[src/rtl/lsu.sv]
// Load/store unit: req/gnt + rvalid data bus, lane steering, load alignment and response timeout.
// Optional build macro LSU_MISALIGN_TRAP_EN: misaligned H/W accesses finish at once with bus_err_o, no bus access.
module lsu #(
  parameter int RSP_TIMEOUT = 255
) (
  input  logic        clk,
  input  logic        reset,
  input  logic        start_i,
  input  logic        load_i,
  input  logic        store_i,
  input  logic [2:0]  funct3_i,
  input  logic [31:0] addr_i,
  input  logic [31:0] wdata_i,
  output logic        stall_o,
  output logic        wb_valid_o,
  output logic [31:0] wb_data_o,
  output logic        done_o,
  output logic        bus_err_o,
  output logic        mem_req_o,
  output logic        mem_we_o,
  output logic [31:0] mem_addr_o,
  output logic [3:0]  mem_be_o,
  output logic [31:0] mem_wdata_o,
  input  logic        mem_gnt_i,
  input  logic        mem_rvalid_i,
  input  logic [31:0] mem_rdata_i
);
  // state | meaning
  // IDLE  | waiting for a load/store from execute
  // REQ   | mem_req_o held until gnt
  // WAIT  | granted, waiting for rvalid
  // DONE  | one-cycle completion pulse
  typedef enum logic [1:0] {IDLE, REQ, WAIT, DONE} state_t;

  localparam int CW = (RSP_TIMEOUT > 1) ? $clog2(RSP_TIMEOUT + 1) : 1;
  localparam logic [CW-1:0] CNT_LAST = CW'(RSP_TIMEOUT - 1);
  localparam bit TMO_EN = (RSP_TIMEOUT != 0);

  state_t        state, state_nxt;
  logic [CW-1:0] cnt, cnt_nxt;
  logic [31:0]   addr_q, wdata_q, wb_q, wb_nxt;
  logic [2:0]    f3_q;
  logic          we_q, err_q, err_nxt;
  logic          accept, misalign, tmo_hit;

  function automatic logic [31:0] align_load(input logic [2:0] f3, input logic [1:0] a,
                                             input logic [31:0] rd);
    logic [7:0]  b;
    logic [15:0] h;
    case (a)
      2'd0:    b = rd[7:0];
      2'd1:    b = rd[15:8];
      2'd2:    b = rd[23:16];
      default: b = rd[31:24];
    endcase
    h = a[1] ? rd[31:16] : rd[15:0];
    // funct3[2] selects the unsigned variants; reserved encodings fall into the word case
    case (f3[1:0])
      2'b00:   align_load = {{24{b[7] & ~f3[2]}}, b};
      2'b01:   align_load = {{16{h[15] & ~f3[2]}}, h};
      default: align_load = rd;
    endcase
  endfunction

  assign accept  = (state == IDLE) && start_i && (load_i || store_i);
  assign tmo_hit = TMO_EN && (cnt == CNT_LAST);

`ifdef LSU_MISALIGN_TRAP_EN
  assign misalign = (funct3_i[1:0] == 2'b01) ? addr_i[0]
                  : (funct3_i[1:0] != 2'b00) && (addr_i[1:0] != 2'b00);
`else
  assign misalign = 1'b0;
`endif

  always_comb begin
    state_nxt  = state;
    cnt_nxt    = cnt;
    err_nxt    = err_q;
    wb_nxt     = wb_q;
    stall_o    = 1'b0;
    mem_req_o  = 1'b0;
    done_o     = 1'b0;
    bus_err_o  = 1'b0;
    wb_valid_o = 1'b0;
    case (state)
      IDLE: begin
        if (accept) begin
          stall_o   = 1'b1;
          cnt_nxt   = '0;
          err_nxt   = misalign;
          state_nxt = misalign ? DONE : REQ;
        end
      end
      REQ: begin
        stall_o   = 1'b1;
        mem_req_o = 1'b1;
        if (mem_gnt_i) begin
          cnt_nxt = '0;
          if (mem_rvalid_i) begin
            state_nxt = DONE;
            if (!we_q) wb_nxt = align_load(f3_q, addr_q[1:0], mem_rdata_i);
          end else begin
            state_nxt = WAIT;
          end
        end else if (tmo_hit) begin
          state_nxt = DONE;
          err_nxt   = 1'b1;
          if (!we_q) wb_nxt = '0;
        end else begin
          cnt_nxt = cnt + 1'b1;
        end
      end
      WAIT: begin
        stall_o = 1'b1;
        if (mem_rvalid_i) begin
          state_nxt = DONE;
          if (!we_q) wb_nxt = align_load(f3_q, addr_q[1:0], mem_rdata_i);
        end else if (tmo_hit) begin
          state_nxt = DONE;
          err_nxt   = 1'b1;
          if (!we_q) wb_nxt = '0;
        end else begin
          cnt_nxt = cnt + 1'b1;
        end
      end
      DONE: begin
        done_o     = 1'b1;
        bus_err_o  = err_q;
        wb_valid_o = !we_q && !err_q;
        state_nxt  = IDLE;
      end
      default: state_nxt = IDLE;
    endcase
  end

  always_ff @(posedge clk) begin
    if (reset) begin
      state   <= IDLE;
      cnt     <= '0;
      err_q   <= 1'b0;
      wb_q    <= '0;
      addr_q  <= '0;
      wdata_q <= '0;
      f3_q    <= '0;
      we_q    <= 1'b0;
    end else begin
      state <= state_nxt;
      cnt   <= cnt_nxt;
      err_q <= err_nxt;
      wb_q  <= wb_nxt;
      if (accept) begin
        addr_q  <= addr_i;
        wdata_q <= wdata_i;
        f3_q    <= funct3_i;
        we_q    <= store_i;
      end
    end
  end

  always_comb begin
    case (f3_q[1:0])
      2'b00: begin
        mem_be_o    = 4'b0001 << addr_q[1:0];
        mem_wdata_o = {4{wdata_q[7:0]}};
      end
      2'b01: begin
        mem_be_o    = addr_q[1] ? 4'b1100 : 4'b0011;
        mem_wdata_o = {2{wdata_q[15:0]}};
      end
      default: begin
        mem_be_o    = 4'b1111;
        mem_wdata_o = wdata_q;
      end
    endcase
  end

  assign mem_addr_o = {addr_q[31:2], 2'b00};
  assign mem_we_o   = we_q;
  assign wb_data_o  = wb_q;

endmodule

[config.mk]
export PLATFORM = sky130hd
export DESIGN_NAME = lsu
export DESIGN_NICKNAME = d
export VERILOG_FILES = /design/src/rtl/lsu.sv
export SDC_FILE = /design/constraint.sdc
export NUM_CORES = 1
export LEC_CHECK = 0
export ABC_AREA = 1
export BUFFER_PORTS_ARGS = -buffer_cell sky130_fd_sc_hd__buf_2
export CAP_MARGIN = 20
export CORE_ASPECT_RATIO = 2
export CORE_UTILIZATION = 50
export DETAILED_ROUTE_END_ITERATION = 8
export PLACE_DENSITY = 0.78
export SLEW_MARGIN = 20
export SYNTH_ARGS = -nofsm -noshare
export SYNTH_HDL_FRONTEND = slang
export SYNTH_SLANG_ARGS = --single-unit
export TNS_END_PERCENT = 50
[constraint.sdc]
create_clock -name clk -period 1.9 [get_ports clk]
set_clock_uncertainty 0.05 [all_clocks]
set_input_delay 0.095 -clock clk [delete_from_list [all_inputs] [get_ports clk]]
set_output_delay 0.095 -clock clk [all_outputs]
set_load 0.005 [all_outputs]
### Word-level counts from Yosys, hierarchy flattened

Cells that the tools add are included.

| storage, ports and cells | value |
|---|---|
| output and inout port bits | 106 |
| bits of input ports | 106 |
| flip-flop bits (word level) | 111 |
| logic and storage cells | 84 |

| operators by class | value |
|---|---|
| bitwise logic cells | 4 |
| shifts and indexed selects | 1 |
| reductions and logical operators | 15 |
| equal/unequal tests | 13 |
| $add $sub $neg | 1 |
| muxes and demuxes | 42 |

Operators by type and width:

| kind | count |
|---|---|
| $pmux W32 S2 | 4 |
| $mux W32 | 7 |
| $mux W8 | 9 |
| $pmux W8 S3 | 2 |
| $mux W16 | 1 |
| $mux W1 | 10 |
| $ne A3 B3 Y1 const B | 3 |
| $add A8 B1 Y8 const B | 1 |
| $eq A8 B8 Y1 const B | 1 |
| $mux W2 | 4 |
| $pmux W2 S4 | 1 |
| $pmux W4 S2 | 1 |
| $reduce_and A4 Y1 | 2 |
| $eq A2 B1 Y1 const B | 3 |
| $eq A2 B2 Y1 const B | 3 |
| $logic_not A2 Y1 | 3 |
| $ne A2 B2 Y1 const B | 3 |
| $mux W4 | 1 |
| $shl A1 B2 Y4 const A | 1 |
| $and A1 B1 Y1 | 3 |
| $logic_and A1 B1 Y1 | 3 |
| $pmux W1 S3 | 1 |
| $reduce_and A3 Y1 | 1 |
| $reduce_bool A3 Y1 | 1 |
| other kinds (6) | 7 |

### Logic depth before layout (Yosys ltp)

| depth | value |
|---|---|
| depth after elaboration | 12 |
| depth in mapped cells | 11 |
| depth with buffers taken out | 10 |

### Worst setup path after synthesis

Ideal clock, no wire load.

| path | value |
|---|---|
| path kind | reg-to-reg |
| start | register state[0] |
| end | register wb_q[7], in the netlist wb_data_o[7] |
| cell stages (with the launch flop) | 11 |
| path buffers | 1 |
| period minus slack after synthesis | 1.696 ns |
| path slack | 0.204 ns |
| arrival | 1.577 ns |
| required time | 1.781 ns |
| cells stage by stage | dfxtp_1 inv_1 ha_1 nand2_2 nand2_1 nand2_1 nand3_4 inv_2 buf_4 nand2_1 a21oi_2 |

| on the way | value |
|---|---|
| longest elaborated chain between the ends | 3 |
| elaborated cells on any way between the ends | 8 |
| those cells by class | 5 x eq/ne; 1 x mux; 2 x reduce/logical |

Ends and longest elaborated chain:

| what | line | source |
|---|---|---|
| from (decl) | 39 | `state_t state, state_nxt;` |
| from (signal assigned) | 147 | `state <= state_nxt;` |
| $eq A2 B2 Y1 / $eq A2 B1 Y1 (equally long branches) | 85 | `case (state)` |
| $ne A3 B3 Y1 (no line) / $reduce_bool A2 Y1 (equally long branches) | -- |  |
| $reduce_and A4 Y1 (no line) | -- |  |
| to (signal assigned) | 150 | `wb_q <= wb_nxt;` |
| to (decl) | 41 | `logic [31:0] addr_q, wdata_q, wb_q, wb_nxt;` |

Parallel ways exist; a longest one is shown, timed or not.
A chain may end at the register's enable or synchronous reset.

### Worst setup path after layout

| path | value |
|---|---|
| start | register state[1] |
| end | output stall_o |

| on the way | value |
|---|---|
| longest elaborated chain between the ends | 5 |
| elaborated cells on any way between the ends | 8 |
| those cells by class | 2 x eq/ne; 2 x mux; 4 x reduce/logical |

Ends and longest elaborated chain:

| what | line | source |
|---|---|---|
| $logic_not A2 Y1 | 65, 85 |  |
| $logic_and A1 B1 Y1 (2 in series) | 65 | `assign accept = (state == IDLE) && start_i && (load_i \|\| store_i);` |
| $mux W1 | 87 | `if (accept) begin` |
| $pmux W1 S2 (*) | 85 |  |
| to (decl) | 14 | `output logic stall_o,` |

Mark *: on every way between the ends. The rest lies on a longest branch, timed or not.

==> metrics.txt <==
# TYPE chip_impl_metric gauge
chip_impl_metric{name="gpl.final_weighted_congestion",unit=""} 0.925
chip_impl_metric{name="number_of_antenna_violations_at_the_first_check_in_global_routing",unit=""} 0
chip_impl_metric{name="pin_count_of_the_biggest_net_entering_global_routing",unit=""} 62
chip_impl_info{name="setup.worst_path.start_class",value="flop"} 1
chip_impl_metric{name="ys_warn_count",unit=""} 0
chip_impl_metric{name="drt.antenna.violating_nets",unit=""} 0
chip_impl_info{name="global_route.peak_usage_layer",value="met2"} 1
chip_impl_metric{name="groute.layer.met2.usage",unit=""} 0.583
chip_impl_info{name="outcome",value="finished clean"} 1
chip_impl_metric{name="synth_cell_type_count",unit=""} 36
chip_impl_metric{name="netlist_area",unit="um2"} 5920
chip_impl_metric{name="quantity_of_i_o_buffers_inserted_on_ports",unit=""} 209
chip_impl_metric{name="cts_buffers",unit=""} 9
chip_impl_metric{name="yosys-mux-area-fraction",unit=""} 0
chip_impl_metric{name="yosys.area_share.xor_xnor",unit=""} 0.00739
chip_impl_metric{name="simple_gate_fraction_of_synth_area",unit=""} 0.330
chip_impl_info{name="setup.worst_path.end_class",value="primary output"} 1
chip_impl_metric{name="seq_area",unit="um2"} 2230
chip_impl_metric{name="worstMarginPinSlew",unit="ns"} 0.513
chip_impl_metric{name="die_w",unit="um"} 79.0
chip_impl_metric{name="floorplan.core_area",unit="um2"} 11400
chip_impl_metric{name="fin_worst_hold_slack",unit="ns"} 0.0189
chip_impl_metric{name="max_freq",unit="GHz"} 0.550
chip_impl_metric{name="critical_path_peak_fanout",unit=""} 14
chip_impl_metric{name="maximum_clock_insertion_buffer_count",unit=""} 2
chip_impl_metric{name="final-max-slew-violation-count",unit=""} 0
chip_impl_metric{name="multi_input_area",unit="um2"} 2980
chip_impl_metric{name="grt_overflow_total",unit=""} 0
chip_impl_metric{name="count_of_antenna_diodes_in_the_layout",unit=""} 0
chip_impl_metric{name="seq_area_frac_synth",unit=""} 0.375
chip_impl_metric{name="worst_vdd_ir",unit="mV"} 0.600
chip_impl_metric{name="timing.slew.headroom",unit=""} 0.658
chip_impl_metric{name="grt_pass1_vias",unit=""} 6455
chip_impl_info{name="critPathKind",value="reg2out"} 1
chip_impl_metric{name="global_route.usage.total",unit=""} 0.309
chip_impl_info{name="ys.flop_type",value="dfxtp_1"} 1
chip_impl_info{name="post_synth_main_area_contributors",value="dfxtp_1 (38%), nand2_1 (14%), nor2_1 (8.9%), o21ai_0 (6.3%), buf_4 (5.7%)"} 1
chip_impl_metric{name="clock-sinks",unit=""} 111
chip_impl_info{name="synth_top_family_by_area",value="simple AND/OR/NAND/NOR gates"} 1
chip_impl_metric{name="fill_cells",unit=""} 1020
chip_impl_metric{name="syn2layout_area_growth",unit="%"} 32.5
chip_impl_metric{name="synthDominantCellAreaShare",unit=""} 0.375
chip_impl_metric{name="final_min_period_over_clock_period",unit=""} 0.957
chip_impl_metric{name="critPathArrivalTime",unit="ns"} 1.67
chip_impl_info{name="cts_root_buf",value="clkbuf_16"} 1
chip_impl_metric{name="global_route_track_usage_on_met1",unit=""} 0.301
chip_impl_metric{name="final.min_clock_period",unit="ns"} 1.82
chip_impl_metric{name="synth_compound_area_frac",unit=""} 0.146
chip_impl_metric{name="power.leakage",unit="nW"} 3.87
chip_impl_metric{name="design.die.area",unit="um2"} 12300
chip_impl_metric{name="ys_ff_latch",unit=""} 111
chip_impl_metric{name="grt_pass1_wl",unit="mm"} 29.8
chip_impl_info{name="hold_path.class",value="in2reg"} 1
chip_impl_metric{name="cp.required",unit="ns"} 1.75
chip_impl_info{name="unrepaired_setup_endpoints_after_global_routing",value="true"} 1
chip_impl_metric{name="cts.htree.levels",unit=""} 3
chip_impl_metric{name="synth-edff-count",unit=""} 0
chip_impl_metric{name="power_per_cell_area",unit="nW/um2"} 867
chip_impl_metric{name="clock_latency",unit="ns"} 0.35
chip_impl_metric{name="setup_violation_total_in_the_final_timing_report",unit=""} 0
chip_impl_metric{name="drv.max_cap_violation_count",unit=""} 0
chip_impl_metric{name="avgRoutedWirePerCell",unit="um"} 15.1
chip_impl_metric{name="power.total",unit="mW"} 6.80
chip_impl_metric{name="dpl.hpwl",unit="mm"} 12.3
chip_impl_metric{name="nNetsFinal",unit=""} 1192
chip_impl_metric{name="final_core_util",unit=""} 0.687
chip_impl_metric{name="synth-async-reset-ratio",unit=""} 0
chip_impl_metric{name="die_h",unit="um"} 156
chip_impl_metric{name="synth_adder_area_share",unit=""} 0.0169
chip_impl_metric{name="drive_gt1_frac",unit=""} 0.293
chip_impl_metric{name="postSynthAreaPerCell",unit="um2"} 6.93
chip_impl_info{name="yosys.area.top_type",value="dfxtp_1"} 1
chip_impl_metric{name="drt-pass1-iter-count",unit=""} 4
chip_impl_metric{name="vias",unit=""} 6421
chip_impl_metric{name="design.portCount",unit=""} 212
chip_impl_metric{name="timing.final.hold_violations",unit=""} 0
chip_impl_metric{name="gr-usage-met3",unit=""} 0.0561
chip_impl_metric{name="avgViaCountPerCell",unit=""} 5.24
chip_impl_metric{name="syn_inst",unit=""} 855
chip_impl_metric{name="clkSlewWorstSetupHoldPaths",unit="ns"} 0.07
chip_impl_info{name="cts_tree",value="done"} 1
chip_impl_metric{name="initial_util",unit=""} 0.518
chip_impl_metric{name="drt-initial-drc-count",unit=""} 316
chip_impl_metric{name="placementRows",unit=""} 55
chip_impl_metric{name="routed_wirelength",unit="mm"} 18.5
chip_impl_metric{name="detail_route.drc_violations",unit=""} 0
==> power breakdown <==
group          switching [mW]  total (mW)  leakage [nW]  internal (mW)
clock                   0.946        1.91         0.147          0.961
combinational            1.23        2.14          2.81          0.902
sequential              0.175        2.76         0.911           2.59
total                    2.36        6.80          3.87           4.45
==> metrics by stage <==
stage	TNS (ns)	setup slack [ns]	cells	cell area, um2
global route	-0.214	-0.0416	1225	7850
finish	0	0.0824	1225	7850
global placement	0	0.0429	1140	6790
floorplan	0	0.204	856	5930
detailed placement	-0.0224	-0.0224	1140	6790
CTS	0	0.0260	1224	7830
==> cells in the final DEF (no fill, tap or decap), types with 2 or more instances in the layout <==
| cell | n |
|---|---|
| a21oi_1 | 50 |
| a21oi_2 | 10 |
| buf_12 | 4 |
| buf_2 | 209 |
| buf_4 | 18 |
| bufbuf_16 | 2 |
| clkbuf_16 | 9 |
| clkinv_4 | 2 |
| conb_1 | 2 |
| dfxtp_1 | 108 |
| dfxtp_2 | 3 |
| dlygate4sd3_1 | 65 |
| ha_1 | 7 |
| inv_1 | 33 |
| inv_2 | 6 |
| inv_6 | 3 |
| inv_8 | 2 |
| nand2_1 | 214 |
| nand2_2 | 19 |
| nand3_1 | 35 |
| nand3_2 | 11 |
| nand3_4 | 4 |
| nand3b_1 | 4 |
| nand4_1 | 4 |
| nor2_1 | 139 |
| nor2_2 | 3 |
| nor2_4 | 4 |
| nor2_8 | 2 |
| o211ai_1 | 8 |
| o21ai_0 | 75 |
| o21ai_1 | 12 |
| xnor2_1 | 2 |
| xor2_1 | 3 |
==> what timing repair did <==
item / in CTS / in global routing
hold endpoints to repair: 65 / 0
resized for setup: 6 / 6
hold buffers: 65 / 0
setup buffers: 1 / 1
pin swaps: 1 / 1
gates cloned: 2 / 0
setup endpoints to repair: 14 / 43
==> critical path: stages (launching register included) <==
cell and delay (ns):
dfxtp_2 0.35, inv_2 0.09, ha_2 0.19, nand2_1 0.08, nor2_4 0.14, buf_12 0.16, nor2_1 0.04, nor2_1 0.13
buf_2 0.14
==> final timing paths <==
kind / start / slack, ns / end / depth (start not counted)
worst max register to register: state[1] / 0.13 / wb_data_o[11] / 9
worst min-delay path: store_i / 0.02 / mem_we_o / 3
worst max-delay path: state[1] / 0.08 / stall_o / 8
worst min register to register: wb_data_o[27] / 0.41 / wb_data_o[27] / 2
==> cells in the mapped netlist (4+ instances only) <==
master and number:
nand3_2 11, clkbuf_1 23, a21oi_2 10, a21oi_1 50, ha_1 8, nand3b_1 4
o21ai_1 12, nand2_2 19, nand4_1 4, nor2_1 140, inv_1 36, nand3_1 35
dfxtp_1 111, o21ai_0 75, inv_2 4, buf_2 15, o211ai_1 8, nand3_4 4
nand2_1 214, buf_6 4, buf_4 45
==> flip-flops by register name (all words and copies together), names as in the netlist <==
register and cells:
wb_data_o 32, addr_q 32, wdata_q 32, mem_we_o 1
cnt 8, err_q 1, state 2, f3_q 3
==> logic make-up after synthesis <==
kind of cell | count (synthesis)
adders and majority gates | 8
DFF | 111
xor gates and xnor gates | 5
AOI/OAI and AO/OA | 159
other | 1
and+or+nand+nor | 440
buffers and inverters | 131
==> routing by layer <==
layer	up-vias	wire length (um)
met5	-	0
met4	0	984
met3	73	1050
met2	280	9940
met1	2926	6560
li1	3142	-
==> layout make-up <==
type,instances,area share
clock inverter,6,0.00733
sequential,111,0.284
inverter,42,0.0210
timing repair buffer,300,0.255
tap,142,0.0226
multi-input combinational,614,0.380
clock buffer,10,0.0304
(Power assumes the default switching activity.)
